`config.mk`:
```
export PLATFORM = sky130hd
export DESIGN_NAME = read_pointer_control
export DESIGN_NICKNAME = d
export VERILOG_FILES = /design/src/rtl/read_pointer_control.sv
export SDC_FILE = /design/constraint.sdc
export NUM_CORES = 1
export LEC_CHECK = 0
export BUFFER_PORTS_ARGS = -buffer_cell sky130_fd_sc_hd__buf_2
export CAP_MARGIN = 10
export CORE_UTILIZATION = 48
export DETAILED_ROUTE_END_ITERATION = 10
export HOLD_SLACK_MARGIN = 0.15
export PLACE_DENSITY = 0.8
export SETUP_SLACK_MARGIN = 0.2
export SYNTH_ARGS = -nofsm -noshare
export SYNTH_HDL_FRONTEND = slang
export SYNTH_SLANG_ARGS = --single-unit
```
`constraint.sdc`:
```
create_clock -name read_clk -period 6.8 [get_ports read_clk]
set_input_delay 0.68 -clock read_clk [delete_from_list [all_inputs] [get_ports read_clk]]
set_output_delay 0.68 -clock read_clk [all_outputs]
set_load 0.02 [all_outputs]
```
`src/rtl/read_pointer_control.sv`:
```
// read_pointer_control: read-side pointer control for the RX elastic buffer.
// Define EB_SKP_INSERT_EN to build SKP insertion (one re-read of a SKP when occupancy is low).
module read_pointer_control #(
  parameter int DATA_WIDTH    = 10,
  parameter int BUFFER_DEPTH  = 16,
  parameter int LOW_WATERMARK = 6,
  localparam int A = $clog2(BUFFER_DEPTH)
) (
  input  logic                  read_clk,
  input  logic                  rst_n,
  input  logic [A:0]            gray_write_pointer,
  input  logic [DATA_WIDTH-1:0] read_data,
  input  logic                  read_enable,
  input  logic                  buffer_mode,
  output logic                  underflow,
  output logic                  Skp_Added,
  output logic [A:0]            read_address,
  output logic [A:0]            gray_read_pointer,
  output logic [A:0]            occupancy
);

  localparam logic [DATA_WIDTH-1:0] SKP_POS = DATA_WIDTH'(10'b0011111001);
  localparam logic [DATA_WIDTH-1:0] SKP_NEG = DATA_WIDTH'(10'b1100000110);
  localparam logic [A+1:0]          LOW_WM  = (A+2)'(LOW_WATERMARK);

  logic [A:0] sync1_reg;
  logic [A:0] sync2_reg;
  logic [A:0] sync_wp_bin;
  logic [A:0] read_address_reg;
  logic [A:0] read_address_next;
  logic       empty;
  logic       skp_symbol;
  logic       low_occ;
  logic       insert;

  // Two-flop synchroniser; Gray coding keeps each captured value within one step of truth.
  always_ff @(posedge read_clk or negedge rst_n) begin
    if (!rst_n) begin
      sync1_reg <= '0;
      sync2_reg <= '0;
    end else begin
      sync1_reg <= gray_write_pointer;
      sync2_reg <= sync1_reg;
    end
  end

  // Gray to binary: each binary bit is the XOR of all Gray bits at or above it.
  for (genvar gi = 0; gi <= A; gi++) begin : g_gray2bin
    assign sync_wp_bin[gi] = ^sync2_reg[A:gi];
  end

  assign gray_read_pointer = read_address_reg ^ (read_address_reg >> 1);
  assign empty             = (gray_read_pointer == sync2_reg);
  assign underflow         = rst_n & empty;
  assign occupancy         = sync_wp_bin - read_address_reg;
  assign read_address      = read_address_reg;

  assign skp_symbol = (read_data == SKP_POS) || (read_data == SKP_NEG);
  assign low_occ    = ({1'b0, occupancy} < LOW_WM);

`ifdef EB_SKP_INSERT_EN
  logic hold_flag_reg;
  logic hold_flag_next;
  logic skp_added_reg;
  logic skp_added_next;

  assign insert = read_enable && !empty && !buffer_mode && skp_symbol
                  && low_occ && !hold_flag_reg;

  // hold_flag remembers that the SKP under the pointer was already duplicated once.
  always_comb begin
    hold_flag_next = hold_flag_reg;
    skp_added_next = 1'b0;
    if (read_enable && !empty) begin
      if (insert) begin
        hold_flag_next = 1'b1;
        skp_added_next = 1'b1;
      end else begin
        hold_flag_next = 1'b0;
      end
    end
  end

  always_ff @(posedge read_clk or negedge rst_n) begin
    if (!rst_n) begin
      hold_flag_reg <= 1'b0;
      skp_added_reg <= 1'b0;
    end else begin
      hold_flag_reg <= hold_flag_next;
      skp_added_reg <= skp_added_next;
    end
  end

  assign Skp_Added = skp_added_reg;
`else
  logic unused_insert_inputs;
  assign unused_insert_inputs = ^{skp_symbol, low_occ, buffer_mode};
  assign insert    = 1'b0;
  assign Skp_Added = 1'b0;
`endif

  always_comb begin
    read_address_next = read_address_reg;
    if (read_enable && !empty && !insert) begin
      read_address_next = read_address_reg + 1'b1;
    end
  end

  always_ff @(posedge read_clk or negedge rst_n) begin
    if (!rst_n) begin
      read_address_reg <= '0;
    end else begin
      read_address_reg <= read_address_next;
    end
  end

endmodule

```
==> results of run 1 <==
==> routing by layer <==
layer	GRT usage (%)	wire [microns]	up-vias
met3	1.28	50	4
met4	11.3	28	0
met1	21.2	533	257
met2	27.3	684	20
li1	-	-	257
met5	0	0	-
==> critical path: stages, from the launching register on <==
cell,delay (ns)
dfrtp_1,0.43
xor2_1,0.26
xnor2_1,0.19
xor2_1,0.30
xor2_1,0.11
ha_1,0.23
fa_1,0.44
inv_1,0.08
a21o_1,0.11
a21oi_1,0.07
xnor2_1,0.12
buf_2,0.17
==> power breakdown <==
group / switching [W] / total, W / internal, W
combinational: 0.000222 / 0.000370 / 0.000148
clock: 0.0000245 / 0.0000472 / 0.0000227
sequential: 0.0000277 / 0.000136 / 0.000108
total: 0.000275 / 0.000553 / 0.000278
==> final cells by class <==
cell class	count	area share, %
clock buffers	4	2.78
inverters	9	3.58
well taps	16	2.12
flip-flops and latches	15	39.7
multi-input cells	40	39.6
repair buffers	23	12.2
==> layout by cell type (no fill, tap or decap) <==
cell and instances:
and3_1 1, conb_1 1, clkbuf_1 1, buf_2 23, xnor2_2 1, a21oi_1 5
clkbuf_4 3, ha_1 7, and4_1 1, nand2_1 1, fa_1 1, xor2_2 1
mux2_1 1, xnor2_1 10, a21o_1 2, nand3_1 2, inv_1 9, xor2_1 5
a21boi_4 1, dfrtp_1 15
==> cell families after synthesis <==
| logic type | Yosys count | synth area share (%) |
|---|---|---|
| DFF | 15 | 47.0 |
| buffers and inverters | 11 | 6.11 |
| and+or+nand+nor | 5 | 3.61 |
| AOI/OAI and AO/OA | 8 | 7.37 |
| muxes | 1 | 1.41 |
| xor gates and xnor gates | 17 | 20.5 |
| other | 1 | 0.470 |
| adders and majority gates | 8 | 13.5 |
==> worst max path at each step <==
stage / cells past startpoint / startpoint / slack [ns] / to
floorplan: 10 / sync2_reg[3] / 3.72 / occupancy[4]
global placement: 11 / sync2_reg[3] / 3.69 / occupancy[4]
CTS: 11 / sync2_reg[3] / 3.32 / occupancy[4]
finish: 11 / sync2_reg[3] / 3.34 / occupancy[4]
detailed placement: 11 / sync2_reg[3] / 3.63 / occupancy[4]
global route: 11 / sync2_reg[3] / 3.13 / occupancy[4]
==> stage by stage <==
stage | setup slack, ns | cell area, sq um | std cells | hold slack (ns) | power, W
floorplan | 3.72 | 798 | 66 | 0.331 | 0.000414
global placement | 3.69 | 918 | 103 | 0.331 | 0.000498
finish | 3.34 | 945 | 107 | 0.298 | 0.000553
CTS | 3.32 | 945 | 107 | 0.295 | 0.000562
global route | 3.13 | 945 | 107 | 0.311 | 0.000597
detailed placement | 3.63 | 918 | 103 | 0.336 | 0.000512
==> impl_metrics.tcl, run 1 <==
set metrics [dict create \
    layout.nets 119 \
    grt_overflow 0 \
    yosysWarnings 0 \
    cts_buffers 3 \
    cts_resized 0 \
    syn_nets 93 \
    drive_above_1_share_pct 31.9 \
    nFillCells 128 \
    synthCells 66 \
    cts_htree_levels 1 \
    synthDominantCellAreaShare_pct 47.0 \
    crit_path_end_kind "primary output" \
    grt_pass1_wl_mm 2.20 \
    io_buffer_count 23 \
    clk_latency_ns 0.27 \
    syn_area_per_cell_sq_um 12.1 \
    diodes 0 \
    clock_path_buffers 2 \
    final_antenna_net_count 0 \
    ys_types 18 \
    p_per_area_mw_per_mm2 585 \
    r2r_slack_ns 4.91 \
    postCtsHoldBufs 0 \
    status "finished clean" \
    place_congestion 0.758 \
    rsz0062_at_grt "no" \
    finalHoldViolations 0 \
    r2r-start "read_address[0]" \
    grt_max_degree 17 \
    skew_ns 0.00408 \
    antenna_found_initial 0 \
    hp-class "in2async" \
    rows 14 \
    fin_crit_sh_pct 50.9 \
    vias_per_cell 5.03 \
    crit_required_ns 6.12 \
    drv_cap 0 \
    seq_area_sq_um 375 \
    r2r_cells 5 \
    multi_input_area_sq_um 374 \
    synthTopCellsByCount "15 x dfrtp_1, 10 x xnor2_1, 9 x inv_1" \
    maxSlewViolCount 0 \
    netlist_area_sq_um 798 \
    drt-pass1-iter-count 4 \
    fp.dieH_microns 42.8 \
    drc 0 \
    post_cts_buffers 0 \
    synth_top_area_cell "dfrtp_1" \
    dieArea_sq_mm 0.00183 \
    tns_ns 0 \
    start_kind "register" \
    initial_utilization_pct 52.4 \
    synth-edff-count 0 \
    grt_pass1_vias 522 \
    drtIter0Drc 5 \
    yosysSeqAreaShare_pct 47.0 \
    fmax_mhz 289 \
    synth.most_common_cell "dfrtp_1" \
    worstPathMaxFanout 3 \
    arrival_ns 2.78 \
    r2r-end "read_address[1]" \
    synth_area_leaders "dfrtp_1 47%, ha_1 11%, xnor2_1 11%, xor2_1 5.5%, inv_1 4.2%" \
    vias 538 \
    cts-root-buf "clkbuf_4" \
    clk_pin_slew_ns 0.08 \
    synth-seq-cells 15 \
    routedWlPerCell_microns 12.1 \
    worstSetupPathType "reg2out" \
    tritoncts "built" \
    final.min_clock_period_ns 3.46 \
    syn_to_final_growth_pct 18.3 \
    final_util_pct 62.0 \
    setup_viol 0 \
    clkSinkCount 15 \
    ir_drop_mv 0.275 \
    synthArstFlopShare_pct 100 \
    leakagePower_nw 0.497 \
    grtUsageTotal_pct 16.8 \
    wl_mm 1.30 \
    core-area_sq_mm 0.00152 \
    dp_hpwl_mm 1.07 \
    ys.flop_type "dfrtp_1" \
    io_pins 36 \
    die-width_microns 42.8 \
]
Power figures use the tool's default switching activity.
==> run 2, diff against run 1 <==
--- a/config.mk
+++ b/config.mk
@@ -7,10 +7,10 @@
 export LEC_CHECK = 0
 export BUFFER_PORTS_ARGS = -buffer_cell sky130_fd_sc_hd__buf_2
 export CAP_MARGIN = 10
-export CORE_UTILIZATION = 48
+export CORE_UTILIZATION = 45
 export DETAILED_ROUTE_END_ITERATION = 10
 export HOLD_SLACK_MARGIN = 0.15
-export PLACE_DENSITY = 0.8
+export PLACE_DENSITY = 0.76
 export SETUP_SLACK_MARGIN = 0.2
 export SYNTH_ARGS = -nofsm -noshare
 export SYNTH_HDL_FRONTEND = slang
==> constraint.sdc (replaced) <==
create_clock -name read_clk -period 3.6 [get_ports read_clk]
set_input_delay 0.36 -clock read_clk [delete_from_list [all_inputs] [get_ports read_clk]]
set_output_delay 0.36 -clock read_clk [all_outputs]
set_load 0.02 [all_outputs]
==> run 2 against run 1 <==
Effect of this change: global-route usage is 0.78 points lower; sequential power is 90% higher; flip-flop and latch count stayed put; power is 90% higher; final cell count is 0.93% higher; first-iteration DRC count is 40% higher; clock power is 91% higher; critical endpoint unchanged; largest cell class unchanged; highest routed layer unchanged.
==> impl_metrics.tcl, run 2 (synthesized netlist as in run 1, its figures left out) <==
set metrics [dict create \
    status "finished clean" \
    hp-class "in2reg" \
    layout_setup_ws_ns 0.460 \
    die-width_microns 44.1 \
    layout_commonest_cell "buf_2" \
    cp_num_buf_inv 2 \
    antenna_found_initial 0 \
    r2r-end "read_address[1]" \
    vias_per_cell 4.92 \
    final_cell_mix "23 x buf_2, 15 x dfrtp_1, 10 x xnor2_1, 9 x inv_1, 7 x ha_1" \
    fin_crit_sh_pct 87.2 \
    diodes 0 \
    skew_ns 0.00962 \
    crit_path_top_delay_cell "fa_1" \
    finalHoldViolations 0 \
    rsz0062_at_grt "no" \
    tritoncts "built" \
    dp_hpwl_mm 1.13 \
    cts_htree_levels 1 \
    grtUsageTotal_pct 16.0 \
    path_cells "xor2_1 -> xnor2_1 -> xor2_1 -> xor2_1 -> ha_1 -> fa_1 -> inv_1 -> a21o_1 -> a21oi_1 -> xnor2_1 -> buf_2" \
    crit_top_cell "xor2_1" \
    clk_latency_ns 0.27 \
    routedWlPerCell_microns 12.3 \
    vias 531 \
    hold_depth 1 \
    final_antenna_net_count 0 \
    start_kind "register" \
    cts-root-buf "clkbuf_4" \
    initial_utilization_pct 50.6 \
    r2r_slack_ns 1.68 \
    tns_ns 0 \
    crit_family "XOR/XNOR gates" \
    clock_path_buffers 2 \
    clk_pin_slew_ns 0.09 \
    maxSlewViolCount 0 \
    drtIter0Drc 7 \
    design_area_sq_um 955 \
    grt_pass1_wl_mm 2.17 \
    crit_path_end_kind "primary output" \
    crit_required_ns 3.24 \
    grt_overflow 0 \
    ir_drop_mv 0.502 \
    fmax_mhz 318 \
    syn_to_final_growth_pct 19.6 \
    placedInstanceArea_sq_um 918 \
    whs_endpoint "sync1_reg[4]" \
    arrival_ns 2.78 \
    grt_max_degree 17 \
    drv_cap 0 \
    place_inst 103 \
    r2r-start "read_address[0]" \
    drive_above_1_share_pct 31.5 \
    clkSinkCount 15 \
    critPathMaxStageDelay_ns 0.43 \
    min_from "gray_write_pointer[4]" \
    dieArea_sq_mm 0.00195 \
    leakagePower_nw 0.501 \
    drc 0 \
    p_per_area_mw_per_mm2 1100 \
    io_pins 36 \
    layout.nets 120 \
    io_buffer_count 23 \
    core-area_sq_mm 0.00158 \
    wl_mm 1.32 \
    worstSetupPathType "reg2out" \
    finalNonFillerCells 108 \
    final.min_clock_period_ns 3.14 \
    place_ws_ns 0.732 \
    place_congestion 0.736 \
    rows 14 \
    drt-pass1-iter-count 6 \
    worstPathMaxFanout 3 \
    fp.dieH_microns 44.1 \
    grt_pass1_vias 519 \
    setup_viol 0 \
    cts_buffers 3 \
    r2r_cells 5 \
]
-- run 2: through the flow --
step                      util (%)  total power (W)  hold WS, ns
after global placement        58.3         0.000943        0.278
final                         60.6          0.00105        0.186
after floorplan                  -         0.000782       0.0644
after CTS                     60.6          0.00107        0.175
after global routing          60.6          0.00113        0.169
after detailed placement      58.3         0.000972        0.276
-- run 2: report_power, final --
part | leakage (nW) | switching [W] | internal (W) | total [W]
Sequential | 0.175 | 0.0000545 | 0.000204 | 0.000259
Combinational | 0.312 | 0.000423 | 0.000280 | 0.000703
Clock | 0.0150 | 0.0000475 | 0.0000428 | 0.0000903
-- run 2: metal layers --
layer | track usage [%] | share of wire, %
met5 | 0 | 0
met4 | 10.3 | 1.9
met2 | 27.6 | 52
met1 | 18.6 | 42
met3 | 2.04 | 4.4
-- run 2: layout make-up --
cell class	instances	area [sq um]
Timing Repair Buffer	24	125
Sequential cell	15	375
Tap cell	16	20.0
Clock buffer	4	26.3
Multi-Input combinational cell	40	374
Inverter	9	33.8
Fill cell	139	622
-- run 2: worst register-to-register path, stage by stage, from the launching register on --
cell	delay, ns
dfrtp_1	0.45
ha_1	0.37
xnor2_1	0.14
and4_1	0.27
a21boi_4	0.20
mux2_1	0.35
-- run 2: worst max-delay path by stage --
stage	start	to	slack, ns	cells past startpoint
floorplan	sync2_reg[3]	occupancy[4]	0.84	10
global placement	sync2_reg[3]	occupancy[4]	0.80	11
detailed placement	sync2_reg[3]	occupancy[4]	0.73	11
CTS	sync2_reg[3]	occupancy[4]	0.43	11
global route	sync2_reg[3]	occupancy[4]	0.22	11
finish	sync2_reg[4]	occupancy[4]	0.46	11
-- run 2: what timing repair did --
| item | CTS | global route |
|---|---|---|
| hold endpoints to repair | 15 | 0 |
| gates resized for setup | 0 | 0 |
| hold buffers | 1 | 0 |
| buffers inserted | 0 | 0 |
==> run 3, diff against run 2 <==
--- a/config.mk
+++ b/config.mk
@@ -7,10 +7,12 @@
 export LEC_CHECK = 0
 export BUFFER_PORTS_ARGS = -buffer_cell sky130_fd_sc_hd__buf_2
 export CAP_MARGIN = 10
-export CORE_UTILIZATION = 45
+export CELL_PAD_IN_SITES_DETAIL_PLACEMENT = 1
+export CELL_PAD_IN_SITES_GLOBAL_PLACEMENT = 2
+export CORE_UTILIZATION = 27
 export DETAILED_ROUTE_END_ITERATION = 10
 export HOLD_SLACK_MARGIN = 0.15
-export PLACE_DENSITY = 0.76
+export PLACE_DENSITY = 0.75
 export SETUP_SLACK_MARGIN = 0.2
 export SYNTH_ARGS = -nofsm -noshare
 export SYNTH_HDL_FRONTEND = slang
==> constraint.sdc (replaced) <==
create_clock -name read_clk -period 3.6 [get_ports read_clk]
set_input_delay 0.18 -clock read_clk [delete_from_list [all_inputs] [get_ports read_clk]]
set_output_delay 0.18 -clock read_clk [all_outputs]
set_load 0.02 [all_outputs]
==> run 3 against run 2 <==
Effect of this change: fmax increased by 6.1%; global-route usage shrank 6.1 points; combinational power grew 0.9%; flip-flop and latch count unchanged; non-clock buffer count is 5 higher; die area increased by 63%; sequential power about the same; first-iteration DRC count decreased by 29%.
==> impl_metrics.tcl, run 3 (synthesized netlist as in run 1, its figures left out) <==
set metrics [dict create \
    cts-root-buf "clkbuf_4" \
    final_cell_mix "23 x buf_2, 15 x dfrtp_1, 10 x xnor2_1, 9 x inv_1, 7 x ha_1" \
    drt-pass1-iter-count 2 \
    worstPathMaxFanout 3 \
    fin_crit_sh_pct 82.2 \
    placedInstanceArea_sq_um 937 \
    design_area_sq_mm 0.00102 \
    finalNonFillerCells 128 \
    status "finished clean" \
    drc 0 \
    core-area_sq_mm 0.00278 \
    ir_drop_mv 0.440 \
    dieArea_sq_mm 0.00318 \
    fp.dieH_microns 56.4 \
    crit_path_end_kind "primary output" \
    cts_htree_levels 1 \
    layout_commonest_cell "buf_2" \
    tritoncts "built" \
    setup_viol 0 \
    skew_ns 0.00399 \
    grt_pass1_vias 552 \
    rsz0062_at_grt "no" \
    cts_resized 0 \
    maxSlewViolCount 0 \
    grt_overflow 0 \
    highest_layer "met4" \
    clk_pin_slew_ns 0.09 \
    clk_latency_ns 0.28 \
    start_kind "register" \
    r2r-start "read_address[1]" \
    layout.nets 125 \
    min_from "read_enable" \
    vias_per_cell 4.30 \
    cp-startpoint "sync2_reg[4]" \
    drive_above_1_share_pct 29.9 \
    routedWlPerCell_microns 11.6 \
    final_antenna_net_count 0 \
    place_congestion 0.741 \
    drv_cap 0 \
    antenna_found_initial 0 \
    final.min_clock_period_ns 2.96 \
    layout_setup_ws_ns 0.641 \
    grt_pass1_wl_mm 2.37 \
    diodes 0 \
    rows 19 \
    crit_required_ns 3.42 \
    place_inst 118 \
    arrival_ns 2.78 \
    io_buffer_count 23 \
    dp_hpwl_mm 1.19 \
    syn_to_final_growth_pct 28.2 \
    io_pins 36 \
    tns_ns 0 \
    clock_path_buffers 2 \
    clkSinkCount 15 \
    drt-met1-wl_microns 636 \
    wl_met3_microns 51 \
    grtUsageTotal_pct 9.91 \
    finalHoldViolations 0 \
    p_per_area_mw_per_mm2 1040 \
    hp-class "in2reg" \
    leakagePower_nw 0.522 \
    vias 551 \
    die-width_microns 56.4 \
    wl_mm 1.49 \
    fmax_mhz 338 \
    grt_max_degree 17 \
    drtIter0Drc 5 \
    cts_buffers 3 \
    wl_met2_microns 793 \
    place_ws_ns 0.899 \
    initial_utilization_pct 28.7 \
    worstSetupPathType "reg2out" \
]
-- run 3: cell count changes in the layout (fill, tap and decap cells not counted) --
cell | before | now
dlygate4sd3_1 | 1 | 6
-- run 3: final timing paths --
path,endpoint,slack [ns],depth (start not counted)
setup / recovery,occupancy[4],0.64,11
hold / removal,read_address[2],0.30,4
setup reg to reg,read_address[1],1.73,5
hold reg to reg,sync2_reg[1],0.35,0
max in group asynchronous,read_address[0],3.00,2
min in group asynchronous,read_address[3],0.35,2
-- run 3: power by group --
group	switching, W	total [W]	internal [W]
Combinational	0.000426	0.000709	0.000284
Clock	0.0000515	0.0000944	0.0000429
Sequential	0.0000526	0.000257	0.000204
Total	0.000530	0.00106	0.000531
-- run 3: worst max-delay path, stage by stage, from the launching register on --
cell and delay, ns:
dfrtp_1 0.42, xor2_1 0.24, xnor2_1 0.20, xor2_1 0.32, xor2_1 0.11, ha_1 0.23
fa_1 0.43, inv_1 0.07, a21o_1 0.11, a21oi_1 0.07, xnor2_1 0.12, buf_2 0.17
-- run 3: layer usage --
| metal | vias to the layer above | global-route usage (%) |
|---|---|---|
| met5 | - | 0 |
| met4 | 0 | 5.23 |
| met3 | 2 | 1.61 |
| met2 | 14 | 17.2 |
| met1 | 267 | 11.7 |
| li1 | 268 | - |
-- run 3: repair_timing --
action | in CTS | in global routing
hold buffers | 6 | 0
setup buffers | 0 | 0
hold endpoints to repair | 20 | 0
-- run 3: final cells by class --
class	instances	area [sq um]
Clock buffer	4	26.3
Fill cell	321	1760
Inverter	9	33.8
Multi-Input combinational cell	40	374
Sequential cell	15	375
Tap cell	31	38.8
Timing Repair Buffer	29	175
-- run 3: through the flow --
| step | hold WS, ns | utilization, % | total power (W) |
|---|---|---|---|
| floorplan | -0.116 | - | 0.000782 |
| global placement | 0.103 | 33.7 | 0.000964 |
| detailed placement | 0.106 | 33.7 | 0.000979 |
| CTS | 0.286 | 36.8 | 0.00108 |
| global route | 0.307 | 36.8 | 0.00114 |
| finish | 0.295 | 36.8 | 0.00106 |
